**src/rtl/hazard_pkg.sv**
```systemverilog
// Shared decode constants, forwarding encodings and FSM state for the hazard/stall controller.
// Instruction fields: op[31:29] imm[28] rd[27:23] rs1[22:18] rs2[17:13].
package hazard_pkg;

  localparam logic [2:0] OP_ADD  = 3'b000;
  localparam logic [2:0] OP_SUB  = 3'b001;
  localparam logic [2:0] OP_AND  = 3'b010;
  localparam logic [2:0] OP_OR   = 3'b011;
  localparam logic [2:0] OP_MUL  = 3'b100;
  localparam logic [2:0] OP_MOV  = 3'b101;
  localparam logic [2:0] OP_NOP1 = 3'b110;
  localparam logic [2:0] OP_NOP2 = 3'b111;

  localparam int OP_HI   = 31;
  localparam int OP_LO   = 29;
  localparam int IMM_BIT = 28;
  localparam int RD_HI   = 27;
  localparam int RD_LO   = 23;
  localparam int RS1_HI  = 22;
  localparam int RS1_LO  = 18;
  localparam int RS2_HI  = 17;
  localparam int RS2_LO  = 13;

  localparam logic [1:0] FWD_IDEX  = 2'b00;
  localparam logic [1:0] FWD_EXMEM = 2'b01;
  localparam logic [1:0] FWD_MEMWB = 2'b10;

  // Wide enough for MUL_LAT-1 with MUL_LAT up to 8.
  localparam int MUL_CNT_W = 4;

  typedef enum logic {RUN, MUL_WAIT} state_t;

  typedef struct packed {
    logic [2:0] op;
    logic [4:0] rd;
    logic [4:0] rs1;
    logic [4:0] rs2;
    logic       wr;
    logic       use1;
    logic       use2;
  } dec_t;

  function automatic dec_t decode(input logic [31:0] instr, input logic valid);
    dec_t d;
    d.op   = instr[OP_HI:OP_LO];
    d.rd   = instr[RD_HI:RD_LO];
    d.rs1  = instr[RS1_HI:RS1_LO];
    d.rs2  = instr[RS2_HI:RS2_LO];
    d.wr   = valid && (d.op != OP_NOP1) && (d.op != OP_NOP2);
    d.use1 = valid && (d.op != OP_MOV);
    d.use2 = valid && !instr[IMM_BIT] && (d.op != OP_MOV);
    return d;
  endfunction

endpackage

```
**src/rtl/hazard_slot_pipe.sv**
```systemverilog
// Three-slot (EX/MEM/WB) destination-register tracker; one-cycle update per edge.
// ex_hold freezes EX and drops a bubble into MEM; ex_bubble loads an invalid EX entry.
module hazard_slot_pipe
  import hazard_pkg::*;
(
  input  logic       clk,
  input  logic       reset,
  input  logic       ex_hold,
  input  logic       ex_bubble,
  input  logic       id_wr,
  input  logic [4:0] id_rd,
  output logic       ex_v,
  output logic [4:0] ex_rd,
  output logic       mem_v,
  output logic [4:0] mem_rd,
  output logic       wb_v,
  output logic [4:0] wb_rd
);

  always_ff @(posedge clk or posedge reset) begin
    if (reset) begin
      ex_v   <= 1'b0;
      ex_rd  <= '0;
      mem_v  <= 1'b0;
      mem_rd <= '0;
      wb_v   <= 1'b0;
      wb_rd  <= '0;
    end else begin
      wb_v  <= mem_v;
      wb_rd <= mem_rd;
      if (ex_hold) begin
        mem_v <= 1'b0;
      end else begin
        mem_v  <= ex_v;
        mem_rd <= ex_rd;
        ex_v   <= id_wr & ~ex_bubble;
        ex_rd  <= id_rd;
      end
    end
  end

endmodule

```
**src/rtl/hazard_stall_ctrl.sv**
```systemverilog
// RAW hazard detection, stall/bubble sequencing and multi-cycle MUL control for the 5-stage core.
// Optional operand forwarding is enabled by defining HAZARD_FWD_EN (default: stall on every RAW).
module hazard_stall_ctrl
  import hazard_pkg::*;
#(
  parameter int MUL_LAT = 1,
  parameter int CNT_W   = 16
) (
  input  logic             clk,
  input  logic             reset,
  input  logic [31:0]      id_instr,
  input  logic             id_valid,
  output logic             pc_hold,
  output logic             ifid_hold,
  output logic             idex_bubble,
  output logic             ex_hold,
  output logic             exmem_bubble,
  output logic [1:0]       fwd_a_sel,
  output logic [1:0]       fwd_b_sel,
  output logic             id_bypass_a,
  output logic             id_bypass_b,
  output logic             mul_busy,
  output logic [CNT_W-1:0] stall_cnt
);

  localparam bit                   MUL_MULTI = (MUL_LAT > 1);
  localparam logic [MUL_CNT_W-1:0] MUL_START = MUL_CNT_W'(MUL_LAT - 1);

  dec_t dec;
  assign dec = decode(id_instr, id_valid);

  logic unused_imm_bits;
  assign unused_imm_bits = ^id_instr[12:0];

  logic       ex_v, mem_v, wb_v;
  logic [4:0] ex_rd, mem_rd, wb_rd;
  logic       a_ex, a_mem, a_wb, b_ex, b_mem, b_wb;

  assign a_ex  = dec.use1 & ex_v  & (dec.rs1 == ex_rd);
  assign a_mem = dec.use1 & mem_v & (dec.rs1 == mem_rd);
  assign a_wb  = dec.use1 & wb_v  & (dec.rs1 == wb_rd);
  assign b_ex  = dec.use2 & ex_v  & (dec.rs2 == ex_rd);
  assign b_mem = dec.use2 & mem_v & (dec.rs2 == mem_rd);
  assign b_wb  = dec.use2 & wb_v  & (dec.rs2 == wb_rd);

  state_t               state, state_nxt;
  logic [MUL_CNT_W-1:0] mcnt, mcnt_nxt;
  logic                 raw_stall;
  logic                 slot_bubble;

`ifdef HAZARD_FWD_EN
  logic [1:0] fwd_a_nxt, fwd_b_nxt;

  assign raw_stall = 1'b0;

  // Youngest producer wins: EX/MEM over MEM/WB over the ID-stage bypass.
  always_comb begin
    fwd_a_nxt = a_ex ? FWD_EXMEM : (a_mem ? FWD_MEMWB : FWD_IDEX);
    fwd_b_nxt = b_ex ? FWD_EXMEM : (b_mem ? FWD_MEMWB : FWD_IDEX);
  end

  // Selects are registered with the instruction entering ID/EX and held while EX is frozen.
  always_ff @(posedge clk or posedge reset) begin
    if (reset) begin
      fwd_a_sel <= FWD_IDEX;
      fwd_b_sel <= FWD_IDEX;
    end else if (state == RUN) begin
      fwd_a_sel <= fwd_a_nxt;
      fwd_b_sel <= fwd_b_nxt;
    end
  end

  assign id_bypass_a = (state == RUN) & a_wb & ~a_ex & ~a_mem;
  assign id_bypass_b = (state == RUN) & b_wb & ~b_ex & ~b_mem;
`else
  // Producer in WB still counts: the register file writes on the same edge ID/EX samples it.
  assign raw_stall   = a_ex | a_mem | a_wb | b_ex | b_mem | b_wb;
  assign fwd_a_sel   = FWD_IDEX;
  assign fwd_b_sel   = FWD_IDEX;
  assign id_bypass_a = 1'b0;
  assign id_bypass_b = 1'b0;
`endif

  always_comb begin
    pc_hold      = 1'b0;
    ifid_hold    = 1'b0;
    idex_bubble  = 1'b0;
    ex_hold      = 1'b0;
    exmem_bubble = 1'b0;
    slot_bubble  = 1'b0;
    state_nxt    = state;
    mcnt_nxt     = mcnt;
    case (state)
      RUN: begin
        if (raw_stall) begin
          pc_hold     = 1'b1;
          ifid_hold   = 1'b1;
          idex_bubble = 1'b1;
          slot_bubble = 1'b1;
        end else if (MUL_MULTI && dec.wr && (dec.op == OP_MUL)) begin
          state_nxt = MUL_WAIT;
          mcnt_nxt  = MUL_START;
        end
      end
      MUL_WAIT: begin
        pc_hold      = 1'b1;
        ifid_hold    = 1'b1;
        ex_hold      = 1'b1;
        exmem_bubble = 1'b1;
        mcnt_nxt     = mcnt - MUL_CNT_W'(1);
        if (mcnt == MUL_CNT_W'(1)) state_nxt = RUN;
      end
      default: state_nxt = RUN;
    endcase
  end

  always_ff @(posedge clk or posedge reset) begin
    if (reset) begin
      state <= RUN;
      mcnt  <= '0;
    end else begin
      state <= state_nxt;
      mcnt  <= mcnt_nxt;
    end
  end

  assign mul_busy = (state == MUL_WAIT);

  always_ff @(posedge clk or posedge reset) begin
    if (reset) begin
      stall_cnt <= '0;
    end else if (pc_hold && (stall_cnt != {CNT_W{1'b1}})) begin
      stall_cnt <= stall_cnt + CNT_W'(1);
    end
  end

  hazard_slot_pipe u_slots (
    .clk       (clk),
    .reset     (reset),
    .ex_hold   (ex_hold),
    .ex_bubble (slot_bubble),
    .id_wr     (dec.wr),
    .id_rd     (dec.rd),
    .ex_v      (ex_v),
    .ex_rd     (ex_rd),
    .mem_v     (mem_v),
    .mem_rd    (mem_rd),
    .wb_v      (wb_v),
    .wb_rd     (wb_rd)
  );

endmodule
```
**config.mk**
```make
export PLATFORM = sky130hd
export DESIGN_NAME = hazard_stall_ctrl
export DESIGN_NICKNAME = d
export VERILOG_FILES = /design/src/rtl/hazard_pkg.sv /design/src/rtl/hazard_slot_pipe.sv /design/src/rtl/hazard_stall_ctrl.sv
export SDC_FILE = /design/constraint.sdc
export NUM_CORES = 1
export LEC_CHECK = 0
export BUFFER_PORTS_ARGS = -buffer_cell sky130_fd_sc_hd__buf_2
export CELL_PAD_IN_SITES_DETAIL_PLACEMENT = 1
export CELL_PAD_IN_SITES_GLOBAL_PLACEMENT = 1
export CORE_MARGIN = 5
export CORE_UTILIZATION = 40
export CTS_BUF_LIST = sky130_fd_sc_hd__clkbuf_8 sky130_fd_sc_hd__clkbuf_16
export DETAILED_ROUTE_END_ITERATION = 8
export GPL_ROUTABILITY_DRIVEN = 0
export PLACE_DENSITY = 0.81
export SETUP_SLACK_MARGIN = 0.1
export SLEW_MARGIN = 0
export SYNTH_ARGS = -nofsm -noshare
export SYNTH_HDL_FRONTEND = slang
export SYNTH_SLANG_ARGS = --single-unit
```
**constraint.sdc**
```tcl
create_clock -name clk -period 2.5 [get_ports clk]
set_input_delay 0.125 -clock clk [delete_from_list [all_inputs] [get_ports clk]]
set_output_delay 0.125 -clock clk [all_outputs]
set_load 0.05 [all_outputs]
```
Word-level counts from Yosys, hierarchy flattened

Index checks and enable logic that the tools add are counted.

Register bits after elaboration: 39
Input bits: 35
Output and inout port bits: 28
Logic and storage cells: 56

Add/subtract/negate cells: 2
Eq/ne operators: 11
Multiplexer cells: 7
Bitwise gates (word level): 20
Reductions and logical operators: 7

Operators with widths:

| cell                                                               | number |
|---|---|
| 5-bit == test                                                      | 6 |
| 16-bit by 1-bit adder with 16-bit output, second input constant    | 1 |
| 16-bit inequality test, second input constant                      | 1 |
| 1-bit AND                                                          | 13 |
| 3-bit inequality test, second input constant                       | 3 |
| 1-bit logical AND                                                  | 6 |
| 1-bit two-way mux                                                  | 6 |
| 1-bit OR                                                           | 5 |
| 4-bit by 1-bit == test with 1-bit output, second input constant    | 1 |
| 4-bit by 1-bit subtractor with 4-bit output, second input constant | 1 |
| 1-bit inverter                                                     | 2 |
| 1-bit one-hot mux with 2 select lines                              | 1 |
| 1-bit logical NOT                                                  | 1 |

Logic depth before layout (Yosys ltp)

Gate-level depths: netlist of run 1.

Depth after elaboration: 13
Mapped depth: 8
Gate-level depth less buffers: 7

Hierarchy

Synthesis of run 1 repeated with hierarchy kept, for this count alone.

Cells, all modules: 182
Area total of the unflattened synthesis: 2093.3 um^2

Modules (own cells, without submodules):

| module            | instances | cells each | area an instance (um^2) | sequential area each (um^2) |
|---|---|---|---|---|
| hazard_stall_ctrl | 1         | 148        | 1463.9                  | 525.5 |
| hazard_slot_pipe  | 1         | 34         | 629.4                   | 450.4 |

Worst setup path before layout of run 1

No wires, ideal clock.

Path type: reg-to-reg
Start point: register stall_cnt[0]
End point: register stall_cnt[1]
Setup time: 0.128 ns
Arrival time: 2.147 ns
Required time: 2.372 ns
Setup slack: 0.226 ns
Stages on the path, launching flop included: 8
Buffers on the path: 1
Clock period less this slack: 2.274 ns
Cell sequence: dfrtp_1 > ha_1 > and3_1 > and3_1 > clkbuf_1 > nand4_4 > nand2_2 > mux2_1

Cells in the longest elaborated chain, start to end: 2
Elaborated cells on any way between the ends: 3
Classes of those cells: add/sub: 1; eq/ne: 1; reduce/logical: 1

RTL lines:

| item                                                                                             | RTL line                 | text |
|---|---|---|
| start: declaration                                                                               | hazard_stall_ctrl.sv:23  | `output logic [CNT_W-1:0] stall_cnt` |
| start signal: assignment                                                                         | hazard_stall_ctrl.sv:133 | `stall_cnt <= stall_cnt + CNT_W'(1);` |
| parallel branches: the longest is 2 deep, another holds 16-bit by 1-bit adder with 16-bit output | --                       |  |

Several ways; the timed one is not identified.
A chain may end at the register's enable or synchronous reset.

Worst setup path after layout of run 1

Start point: register u_slots.ex_rd[1]
End point: output ifid_hold

Cells in the longest elaborated chain, start to end: 9
Elaborated cells on any way between the ends: 11
Classes of those cells: eq/ne: 2; mux: 2; bitwise: 7

RTL lines:

| item                                    | RTL line                | text |
|---|---|---|
| start: declaration                      | hazard_slot_pipe.sv:13  | `output logic [4:0] ex_rd,` |
| start signal: assignment                | hazard_slot_pipe.sv:37  | `ex_rd <= id_rd;` |
| 5-bit == test                           | hazard_stall_ctrl.sv:39 | `assign a_ex = dec.use1 & ex_v & (dec.rs1 == ex_rd);` |
| 1-bit AND                               | hazard_stall_ctrl.sv:39 |  |
| 1-bit OR (2 in a row)                   | hazard_stall_ctrl.sv:77 | `assign raw_stall = a_ex \| a_mem \| a_wb \| b_ex \| b_mem \| b_wb;` |
| 1-bit OR * (3 in a row)                 | hazard_stall_ctrl.sv:77 |  |
| 1-bit two-way mux *                     | hazard_stall_ctrl.sv:95 | `if (raw_stall) begin` |
| 1-bit one-hot mux with 2 select lines * | hazard_stall_ctrl.sv:93 | `case (state)` |
| end: declaration                        | hazard_stall_ctrl.sv:14 | `output logic ifid_hold,` |

Mark *: on every way between the ends. The rest lies on a longest branch, timed or not.

==> summary.txt, run 1 <==
STA
  • Fin Hold WS: 0.0559 ns
  • Post-layout minimum cycle time: 2.27 ns
  • Slew Viols, Final: 0
  • Crit share post-route: 91.0%
  • Final Hold Viols: 0
  • Setup violators final: 0
  • Setup_tns: 0 ns
  • Unrepaired setup endpoints after global routing: false
  • Clock skew: approximately 0.012 ns
  • Fmax achieved: 440 MHz
  • Worst setup margin: 0.225 ns

Die
  • Die Y: 82.7 um
  • Cell row count: 26
  • Core ar.: 5110 um2
  • Number of placed I/O pins: 63
  • Starting Density: 41.4%
  • Die Wd: just over 80 um
  • Die area: slightly below 7000 um2

Global routing
  • Largest net degree at the start of global routing: 40
  • Vias in the first global route: 1566
  • Initial antenna violation count: 0
  • First-pass GRT wire length: 7400 um
  • Gr ovfl total: 0
  • Overall routing resource usage: 14.4%

Synth
  • Sequential-to-total area share from yosys stat: a little under half
  • FFs w/ async S/R, synth: 100%
  • Syn Area/Cell: 11.6 um2
  • Cell Area, Synth: approximately 2100 um2
  • Warnings, synthesis: 0
  • Top cells by area, synth: dfrtp_1 46%, xnor2_1 15%, mux2_1 5.9%
  • Synth Register Bits: 39
  • Post-synth EDFFs: 0
  • Mapped Cells: 182
  • Yosys cell types: 32
  • Cell taking the most area after synthesis: dfrtp_1
  • Top-area cell type share of the netlist area: ~46%
  • Ys flop type: dfrtp_1

Final layout
  • Area of the multi-input gates: approximately 1100 um2
  • Fillers: 586
  • Most common cell after layout, fill and taps aside: buf_2
  • Ant. Diodes: 0
  • Most frequent cells in the layout: 41 x buf_2, 39 x dfrtp_1, 36 x xnor2_1
  • Non-filler instance count after layout: 298
  • # nets final: 266
  • Share of layout cells above drive strength 1: between 30% and 40%
  • Sequential cell area: 976 um2
  • Area growth from synthesis to layout: 17.5%

Setup path
  • Max incr delay on CP: 0.44 ns
  • Setup CP Type: reg2out
  • Top delay family on crit path: simple AND/OR/NAND/NOR gates
  • Crit-path cells: xnor2_1 > nand4_1 > nor4b_2 > nor4_2 > a22oi_4 > buf_12 > buf_4
  • CP required: 2.38 ns
  • Worst path slowest cell: dfrtp_1
  • Critical path buffers and inverters: 2
  • Crit path max fanout: 14
  • Critical path launch point type: flip-flop
  • Crit. End Element: primary output
  • Worst path arrival time: 2.15 ns

Clock network
  • CTS root buf: clkbuf_8
  • Clk sink count: 39
  • CTS H-tree lvls: 2
  • CTS tree: yes
  • CTS clock-pin slew for the worst setup and hold paths: approximately 0.080 ns
  • TritonCTS Buffers: 5
  • Setup Buffers After CTS: 0
  • Clk_lat worst skew: about 0.28 ns
  • Clock Path Buffers: 2

Flow run
  • MaxCap Viol Count: 0

Min path
  • Hold Path Class: in2reg

Detailed routing
  • Routed Antenna Nets: 0
  • Via-per-instance ratio: 4.90
  • Routed length per instance: about 15 um
  • Drt initial violations: 30
  • TritonRoute pass-1 iters: 3
  • Routed wire length: 4460 um
  • Total number of vias: 1460
  • DRC Markers: 0

Placement
  • Pre-CTS WS: 0.395 ns
  • HPWL after DPL: 3470 um
  • Port-buffer cells: 43
  • Placed Cells: 290

Power and ir drop
  • Pwr dens: between 500 and 600 nW/um2
  • Leakage: 1.16 nW
  • Peak supply drop: 416 uV
  • Total chip power: 0.00137 W

Outcome
  • Status: finished, final reports clean
[state kept, by name, summed over array words and instances (netlist names)]
signal / flops
u_slots.ex_rd: 5
u_slots.wb_v: 1
u_slots.wb_rd: 5
mul_busy: 1
stall_cnt: 16
u_slots.ex_v: 1
u_slots.mem_rd: 5
mcnt: 4
u_slots.mem_v: 1
[cell type report]
class	instances	area share (%)
multi-input cells	129	42.3
flip-flops and latches	39	39.3
repair buffers	47	10.7
well taps	70	3.52
clock buffers	5	2.77
inverters	6	0.906
clock inverters	2	0.554
[metrics by stage]
step / area (um2) / util [%]
floorplan: 2130 / -
global placement: 2380 / 46.6
detailed placement: 2380 / 46.6
CTS: 2480 / 48.6
global route: 2490 / 48.7
finish: 2490 / 48.7
[per-layer routing]
| metal | track usage (%) | share of wire, % | routed length, um |
|---|---|---|---|
| met5 | 0 | 0 | 0 |
| met4 | 3.43 | 0.76 | 34 |
| met3 | 3.47 | 3.8 | 170 |
| met2 | 25.0 | 52 | 2300 |
| met1 | 18.1 | 44 | 1960 |
[Yosys cell counts, drive strengths merged, types with 2 or more instances]
cell type and instances:
buf 10, nor4 4, inv 6, nor4b 2, o21ai 2, and2 2, a21oi 2, nor2 4
nand2 6, xnor2 36, dfrtp 39, and3 11, ha 3, mux2 11, nand3 11, clkbuf 3
nand4 11, xor2 12
[power breakdown]
part	internal (W)	switching (W)
Sequential	0.000666	0.0000413
Clock	0.000191	0.000208
Combinational	0.0000881	0.000173
[kinds of logic after synthesis]
| kind of cell | after synthesis | share of synthesized area [%] |
|---|---|---|
| flops | 39 | 46.1 |
| fa+ha+maj | 3 | 1.77 |
| compound gates | 8 | 2.90 |
| other cells | 1 | 0.177 |
| buf+inv | 19 | 5.32 |
| xor+xnor | 48 | 19.9 |
| mux | 11 | 5.85 |
| simple gates | 53 | 18.0 |
[repair_timing]
action | in CTS | in global routing
gates cloned | 0 | 0
setup endpoints to repair | 2 | 2
endpoints found under the hold margin | 39 | 0
hold buffers | 1 | 0
resized for setup | 2 | 1
[final timing paths]
check	startpoint	end	slack, ns	cells past startpoint
max	u_slots.ex_rd[1]$_DFFE_PP0N_	ifid_hold	0.23	7
min	id_instr[25]	u_slots.ex_rd[2]$_DFFE_PP0N_	0.06	2
max reg2reg	u_slots.ex_rd[1]$_DFFE_PP0N_	stall_cnt[15]$_DFFE_PP0P_	0.47	8
min reg2reg	u_slots.mem_v$_DFF_PP0_	u_slots.wb_v$_DFF_PP0_	0.41	0
max in group asynchronous	reset	u_slots.ex_rd[2]$_DFFE_PP0N_	1.64	4
min in group asynchronous	reset	u_slots.ex_rd[4]$_DFFE_PP0N_	0.50	4
[worst register-to-register path, delay by kind of cell, from the launching register on]
| kind | cells | cell delay (ns) |
|---|---|---|
| AO/OA/AOI/OAI | 1 | 0.25 |
| XOR/XNOR | 2 | 0.36 |
| buffers and inverters | 1 | 0.19 |
| flip-flops | 1 | 0.44 |
| AND/OR/NAND/NOR | 4 | 0.67 |
Power figures use the tool's default switching activity.
==> inputs of run 2 (changes only) <==
Settings changed: CORE_UTILIZATION 40 to 25, PLACE_DENSITY 0.81 to 0.55, SYNTH_HIERARCHICAL from default to 1.
==> run 2 against run 1 <==
  * Clock skew decreased by 0.0097 ns
  * Non-clock buffer count decreased by 2
  * Global-route usage decreased by 4.8 points
  * Via count decreased by 2.6%
  * Critical path depth unchanged
  * Die area increased by 51%
  * First-iteration DRC count decreased by 27%
  * Register-to-register slack got worse by 0.08 ns
  * Critical path type unchanged
  * Largest cell class unchanged
==> summary.txt, run 2 <==
Final layout
  • Share of layout cells above drive strength 1: 29.9%
  • Ant. Diodes: 0
  • Area of the multi-input gates: 1020 um2
  • Most frequent cells in the layout: 42 x buf_2, 39 x dfrtp_1, 27 x xnor2_1
  • Reg with most FFs: stall_cnt
  • Most common cell after layout, fill and taps aside: buf_2
  • Flip-flop count of the largest register after layout: 16
  • Fillers: 941
  • Area growth from synthesis to layout: 18.1%
  • Sequential cell area: a little under 1000 um2
  • # nets final: 263

Clock network
  • Clk_lat worst skew: 0.28 ns
  • Clock Path Buffers: 2
  • CTS root buf: clkbuf_8
  • CTS clock-pin slew for the worst setup and hold paths: roughly 0.070 ns
  • Clk sink count: 39
  • CTS tree: yes
  • CTS H-tree lvls: 2
  • TritonCTS Buffers: 5

Synth
  • Cell taking the most area after synthesis: dfrtp_1
  • Count leader, synth: dfrtp_1
  • Warnings, synthesis: 6
  • Sequential-to-total area share from yosys stat: 46.6%
  • Post-synth top cells: 39 x dfrtp_1, 27 x xnor2_1, 19 x xor2_1
  • Synthesized-area fraction occupied by and/or/nand/nor cells: 12.7%
  • Yosys cell types: 34
  • Post-synthesis compound-gate area fraction: 4.60%
  • Post-synthesis adder-cell area fraction: 1.79%
  • Top cells by area, synth: dfrtp_1 47%, xnor2_1 11%, xor2_1 7.9%
  • Ys flop type: dfrtp_1
  • Post-synthesis mux area share: ~8.4%
  • Top-area cell type share of the netlist area: 46.6%
  • Syn Area/Cell: 11.5 um2
  • Cell Area, Synth: 2090 um2
  • FFs w/ async S/R, synth: 100%
  • Post-synth EDFFs: 0
  • Largest family of logic cells by synthesized area: XOR/XNOR gates
  • Synth Area in XOR/XNOR: 19.2%
  • Mapped Cells: 182
  • Synth Register Bits: 39

Power and ir drop
  • Total chip power: 0.00135 W
  • Leakage: 1.17 nW
  • Pwr dens: 545 nW/um2
  • Peak supply drop: 233 uV

Die
  • Number of placed I/O pins: 63
  • Die Y: 102 um
  • Starting Density: between 20 and 30%
  • Die Wd: ~100 um
  • Core ar.: ~8200 um2
  • Cell row count: 33
  • Die area: 10300 um2

Global routing
  • Overall routing resource usage: about a tenth
  • Gr ovfl total: 0
  • Initial antenna violation count: 0
  • First-pass GRT wire length: 7720 um
  • Largest net degree at the start of global routing: 24
  • Vias in the first global route: 1614

Detailed routing
  • Routed Antenna Nets: 0
  • TritonRoute pass-1 iters: 4
  • DRC Markers: 0
  • Routed length per instance: 14.0 um
  • Via-per-instance ratio: 4.32
  • Total number of vias: 1422
  • Drt initial violations: 22
  • Routed wire length: 4620 um

Placement
  • Port-buffer cells: 43
  • HPWL after DPL: around 3500 um

Setup path
  • Critical path launch point type: flip-flop
  • Setup CP Type: reg2out
  • Crit path max fanout: 4
  • Worst reg-to-reg path cell count: 6
  • CP required: between 2 and 2.5 ns
  • Crit. End Element: primary output
  • Worst path arrival time: ~2.1 ns

Flow run
  • MaxCap Viol Count: 0

Min path
  • Hold Path Class: in2reg
  • Worst Hold Depth: 2

STA
  • Fmax achieved: 447 MHz
  • Unrepaired setup endpoints after global routing: false
  • Final Hold Viols: 0
  • Crit share post-route: 89.6%
  • Setup violators final: 0
  • Worst slew pin tran: between 0.8 and 0.9 ns
  • Setup_tns: 0 ns
  • Max-slew headroom: about 45%
  • Clock skew: approximately 0.0027 ns
  • Post-layout minimum cycle time: 2.24 ns
  • Slew Viols, Final: 0

Outcome
  • Status: finished, final reports clean
==> run 2: cell count changes in the layout (fill, tap and decap cells not counted), moves of 3 or more <==
cell / delta
nand3_2: -9
and3_1: -5
inv_1: +5
nand2_1: +4
xor2_1: +7
mux2_4: +8
xnor2_1: -9
nand3_1: +3
mux2_1: -8
==> run 2: per-layer routing <==
layer | GRT usage, % | vias to the layer above | routed length [um]
met5 | 0 | - | 0
met4 | 3.37 | 0 | 38
met3 | 3.24 | 2 | 251
met2 | 15.8 | 36 | 2200
met1 | 11.7 | 701 | 2130
li1 | - | 683 | -
==> run 2: kinds of logic (layout without fill, tap and decap cells) <==
family / Yosys count / count (layout)
buf+inv: 23 / 60
xor+xnor: 46 / 46
other cells: 1 / 6
flops: 39 / 39
fa+ha+maj: 3 / 3
simple gates: 46 / 46
mux: 13 / 13
compound gates: 11 / 11
==> run 2: worst max-delay path, stage by stage, from the launching register on <==
cell and delay, ns:
dfrtp_1 0.45, xor2_1 0.20, nor4_2 0.29, nand4b_1 0.12, and4_4 0.19, a21boi_4 0.17
or2_2 0.15, buf_2 0.26
==> run 2: timing repair <==
item / CTS / global route
buffers inserted: 0 / 0
gates resized for setup: 1 / 4
endpoints found under the hold margin: 18 / 0
endpoints found under the setup margin: 1 / 3
hold buffers: 1 / 0
pin swaps: 0 / 1
==> run 2: worst paths after layout <==
check / start / to / slack (ns)
max: u_slots/ex_rd[1]$_DFFE_PP0N_ / pc_hold / 0.26
min: id_instr[24] / u_slots/ex_rd[1]$_DFFE_PP0N_ / 0.07
max reg2reg: u_slots/ex_rd[1]$_DFFE_PP0N_ / stall_cnt[1]$_DFFE_PP0P_ / 0.39
min reg2reg: u_slots/mem_v$_DFF_PP0_ / u_slots/wb_v$_DFF_PP0_ / 0.41
max in group asynchronous: reset / mcnt[2]$_DFFE_PP0P_ / 1.43
min in group asynchronous: reset / u_slots/ex_rd[3]$_DFFE_PP0N_ / 0.51
==> run 2: layout make-up <==
type                    instances  share of cell area, %
clock inverters                 1                  0.152
flip-flops and latches         39                   39.5
multi-input cells             125                   41.4
inverters                       9                   1.37
well taps                     105                   5.31
repair buffers                 45                   9.51
clock buffers                   5                   2.78
==> run 2: stage by stage <==
step / hold slack, ns / cells / setup slack (ns) / cell area, um2 / utilization [%]
floorplan: 0.0636 / 187 / 0.172 / 2110 / -
global placement: 0.279 / 322 / 0.356 / 2360 / 28.9
detailed placement: 0.287 / 322 / 0.317 / 2360 / 28.9
CTS: 0.0610 / 329 / 0.103 / 2450 / 30.0
global route: 0.0584 / 329 / 0.135 / 2470 / 30.2
finish: 0.0713 / 329 / 0.261 / 2470 / 30.2
==> run 2: power breakdown <==
part	internal [W]	switching, W	leakage (nW)
sequential	0.000666	0.0000374	0.502
clock	0.000182	0.000202	0.0413
combinational	0.0000883	0.000172	0.626
==> inputs of run 3 (changes only) <==
Settings changed: ABC_AREA from default to 1, PLACE_DENSITY 0.55 to 0.59.
==> run 3 against run 2 <==
  * Area after synthesis rose by 16%
  * Synthesized cell count rose by 93%
  * Global-route usage rose by 2.5 points
  * Largest cell class unchanged
==> summary.txt, run 3 <==
Synth
  • Post-synthesis mux area share: 0%
  • Top cells by area, synth: dfrtp_1 40%, nand2_1 21%, inv_1 6.5%
  • Mapped Cells: 352
  • Top-area cell type share of the netlist area: 40.2%
  • Synthesized-area fraction occupied by and/or/nand/nor cells: 37.2%
  • Count leader, synth: nand2_1
  • Post-synth top cells: 137 x nand2_1, 42 x inv_1, 39 x dfrtp_1
  • Largest family of logic cells by synthesized area: simple AND/OR/NAND/NOR gates
  • Post-synth EDFFs: 0
  • Sequential-to-total area share from yosys stat: 40.2%
  • Cell Area, Synth: 2430 um2
  • Warnings, synthesis: 6
  • Synth Register Bits: 39
  • Post-synthesis compound-gate area fraction: 3.24%
  • Ys flop type: dfrtp_1
  • Post-synthesis adder-cell area fraction: between 1.5 and 2%
  • Syn Area/Cell: 6.90 um2
  • Synth Area in XOR/XNOR: 4.69%
  • Cell taking the most area after synthesis: dfrtp_1
  • FFs w/ async S/R, synth: between 90% and 100%
  • Yosys cell types: 28

Detailed routing
  • Drt initial violations: between 40 and 50
  • Routed Antenna Nets: 0
  • Routed wire length: 6450 um
  • Via-per-instance ratio: 4.19
  • Routed length per instance: between 10 and 15 um
  • TritonRoute pass-1 iters: 4
  • Total number of vias: 2215
  • DRC Markers: 0

Die
  • Cell row count: 36
  • Starting Density: between 20% and 30%
  • Number of placed I/O pins: 63
  • Die Y: 109 um
  • Die Wd: approximately 110 um
  • Die area: 11800 um2
  • Core ar.: between 9000 and 10000 um2

Power and ir drop
  • Clock Power Share: 35.3%
  • Sw Pwr: 0.000473 W
  • Total chip power: roughly 0.0015 W
  • Peak supply drop: 330 uV
  • Switch share: 30.7%
  • Pwr dens: 541 nW/um2
  • Register share of total power: between 40% and 50%
  • Leakage: between 1.5 and 2 nW
  • Logic pwr share: a little under a fifth
  • Int Pwr: 0.00107 W

Setup path
  • Crit-path cells: inv_1 > nand2_1 > o21ai_0 > nor2_1 > nand3_1 > nand2_1 > nor2_1 > nand2_1 > nand2_2 > nand2_4 > buf_2
  • Crit. End Element: primary output
  • Crit path max fanout: 26
  • Most Frequent Cell on Critical Path: nand2_1
  • Critical path launch point type: flip-flop
  • Critical path buffers and inverters: 2
  • CP required: 2.38 ns
  • Worst path arrival time: approximately 2.0 ns
  • Max incr delay on CP: around 0.40 ns
  • Worst path slowest cell: dfrtp_1
  • Top delay family on crit path: simple AND/OR/NAND/NOR gates
  • Setup CP Type: reg2out

STA
  • Post-layout minimum cycle time: around 2.1 ns
  • Unrepaired setup endpoints after global routing: false
  • Max-slew headroom: around two fifths
  • Final Hold Viols: 0
  • Clock skew: 0.00195 ns
  • Setup_tns: 0 ns
  • Crit share post-route: 85.0%
  • Worst slew pin tran: between 0.8 and 0.9 ns
  • Fmax achieved: 471 MHz
  • Fin Hold WS: between 0.02 and 0.03 ns
  • Setup violators final: 0
  • Slew Viols, Final: 0

Global routing
  • Initial antenna violation count: 0
  • Global Route met1 Usage: 14.7%
  • Met3 Use GR: under 10%
  • First-pass GRT wire length: approximately 11000 um
  • Routing usage on met2: 21.5%
  • Gr ovfl total: 0
  • Layer with the highest usage: met2
  • Vias in the first global route: ~2300
  • Overall routing resource usage: 12.1%
  • Largest net degree at the start of global routing: 27

Clock network
  • Post-CTS Resized: 0
  • CTS root buf: clkbuf_8
  • Clk sink count: 39
  • Setup Buffers After CTS: 0
  • TritonCTS Buffers: 5
  • CTS H-tree lvls: 2
  • CTS tree: yes
  • Clk_lat worst skew: 0.29 ns
  • Cts hold-fix bufs: 1
  • Clock Path Buffers: 2
  • CTS clock-pin slew for the worst setup and hold paths: about 0.080 ns

Flow run
  • MaxCap Viol Count: 0

Final layout
  • Ant. Diodes: 0
  • Reg with most FFs: stall_cnt
  • Most frequent cells in the layout: 137 x nand2_1, 43 x buf_2, 42 x inv_1
  • Flip-flop count of the largest register after layout: 16
  • # nets final: approximately 430
  • Most common cell after layout, fill and taps aside: nand2_1
  • Area growth from synthesis to layout: 17.4%
  • Share of layout cells above drive strength 1: 18.2%
  • Fin util: 29.6%

Placement
  • Port-buffer cells: 43
  • HPWL after DPL: 5170 um

Outcome
  • Status: finished, final reports clean

Min path
  • Hold Path Class: in2reg
run 3: path summary, 6_finish.rpt:
| path | start | to | slack, ns | depth (start not counted) |
|---|---|---|---|---|
| worst max-delay path | u_slots/ex_rd[2]$_DFFE_PP0N_ | ifid_hold | 0.37 | 11 |
| worst min-delay path | id_instr[25] | u_slots/ex_rd[2]$_DFFE_PP0N_ | 0.03 | 3 |
| worst max register to register | stall_cnt[0]$_DFFE_PP0P_ | stall_cnt[10]$_DFFE_PP0P_ | 0.52 | 10 |
| worst min register to register | u_slots/mem_v$_DFF_PP0_ | u_slots/wb_v$_DFF_PP0_ | 0.40 | 0 |
| max in group asynchronous | reset | stall_cnt[14]$_DFFE_PP0P_ | 1.38 | 3 |
| min in group asynchronous | reset | u_slots/ex_rd[2]$_DFFE_PP0N_ | 0.49 | 3 |
run 3: metrics by stage:
step	setup slack [ns]	instances	area, um2
6_report	0.375	529	2850
5_1_grt	0.121	529	2850
4_1_cts	0.324	529	2850
3_5_place_dp	0.503	520	2720
3_3_place_gp	0.535	520	2720
2_1_floorplan	0.555	357	2450
run 3: power groups by stage:
stage | Combinational (W) | Sequential (W) | Clock (W)
2_1_floorplan | 0.000156 | 0.000779 | 0
3_3_place_gp | 0.000290 | 0.000718 | 0
3_5_place_dp | 0.000297 | 0.000720 | 0
4_1_cts | 0.000299 | 0.000707 | 0.000568
5_1_grt | 0.000334 | 0.000715 | 0.000599
6_report | 0.000292 | 0.000705 | 0.000544
run 3: cell type report:
class                      instances  area [um2]
clock inverter                     2        35.0
sequential                        39         976
inverter                          54         203
fill                            1268        6790
multi-input combinational        250        1160
timing repair buffer              45         233
clock buffer                       6        82.6
tap                              133         166
run 3: layer usage:
layer  vias up  part of all wire (%)  wire length [um]
li1       1142                     -                 -
met1      1031                    46              2960
met2        36                    50              3190
met3         6                   3.6               230
met4         0                   1.1                69
met5         -                     0                 0
run 3: tightest hold or removal path: cells and delay by family:
| kind | cells | cell delay [ns] |
|---|---|---|
| simple gates | 2 | 0.08 |
| buf+inv | 1 | 0.08 |
run 3: logic make-up (layout without fill, tap and decap cells):
logic type,after synthesis,after routing
AOI/OAI and AO/OA,14,14
xor gates and xnor gates,13,13
adders and majority gates,3,3
buffers and inverters,68,107
DFF,39,39
other,1,6
and+or+nand+nor,214,214
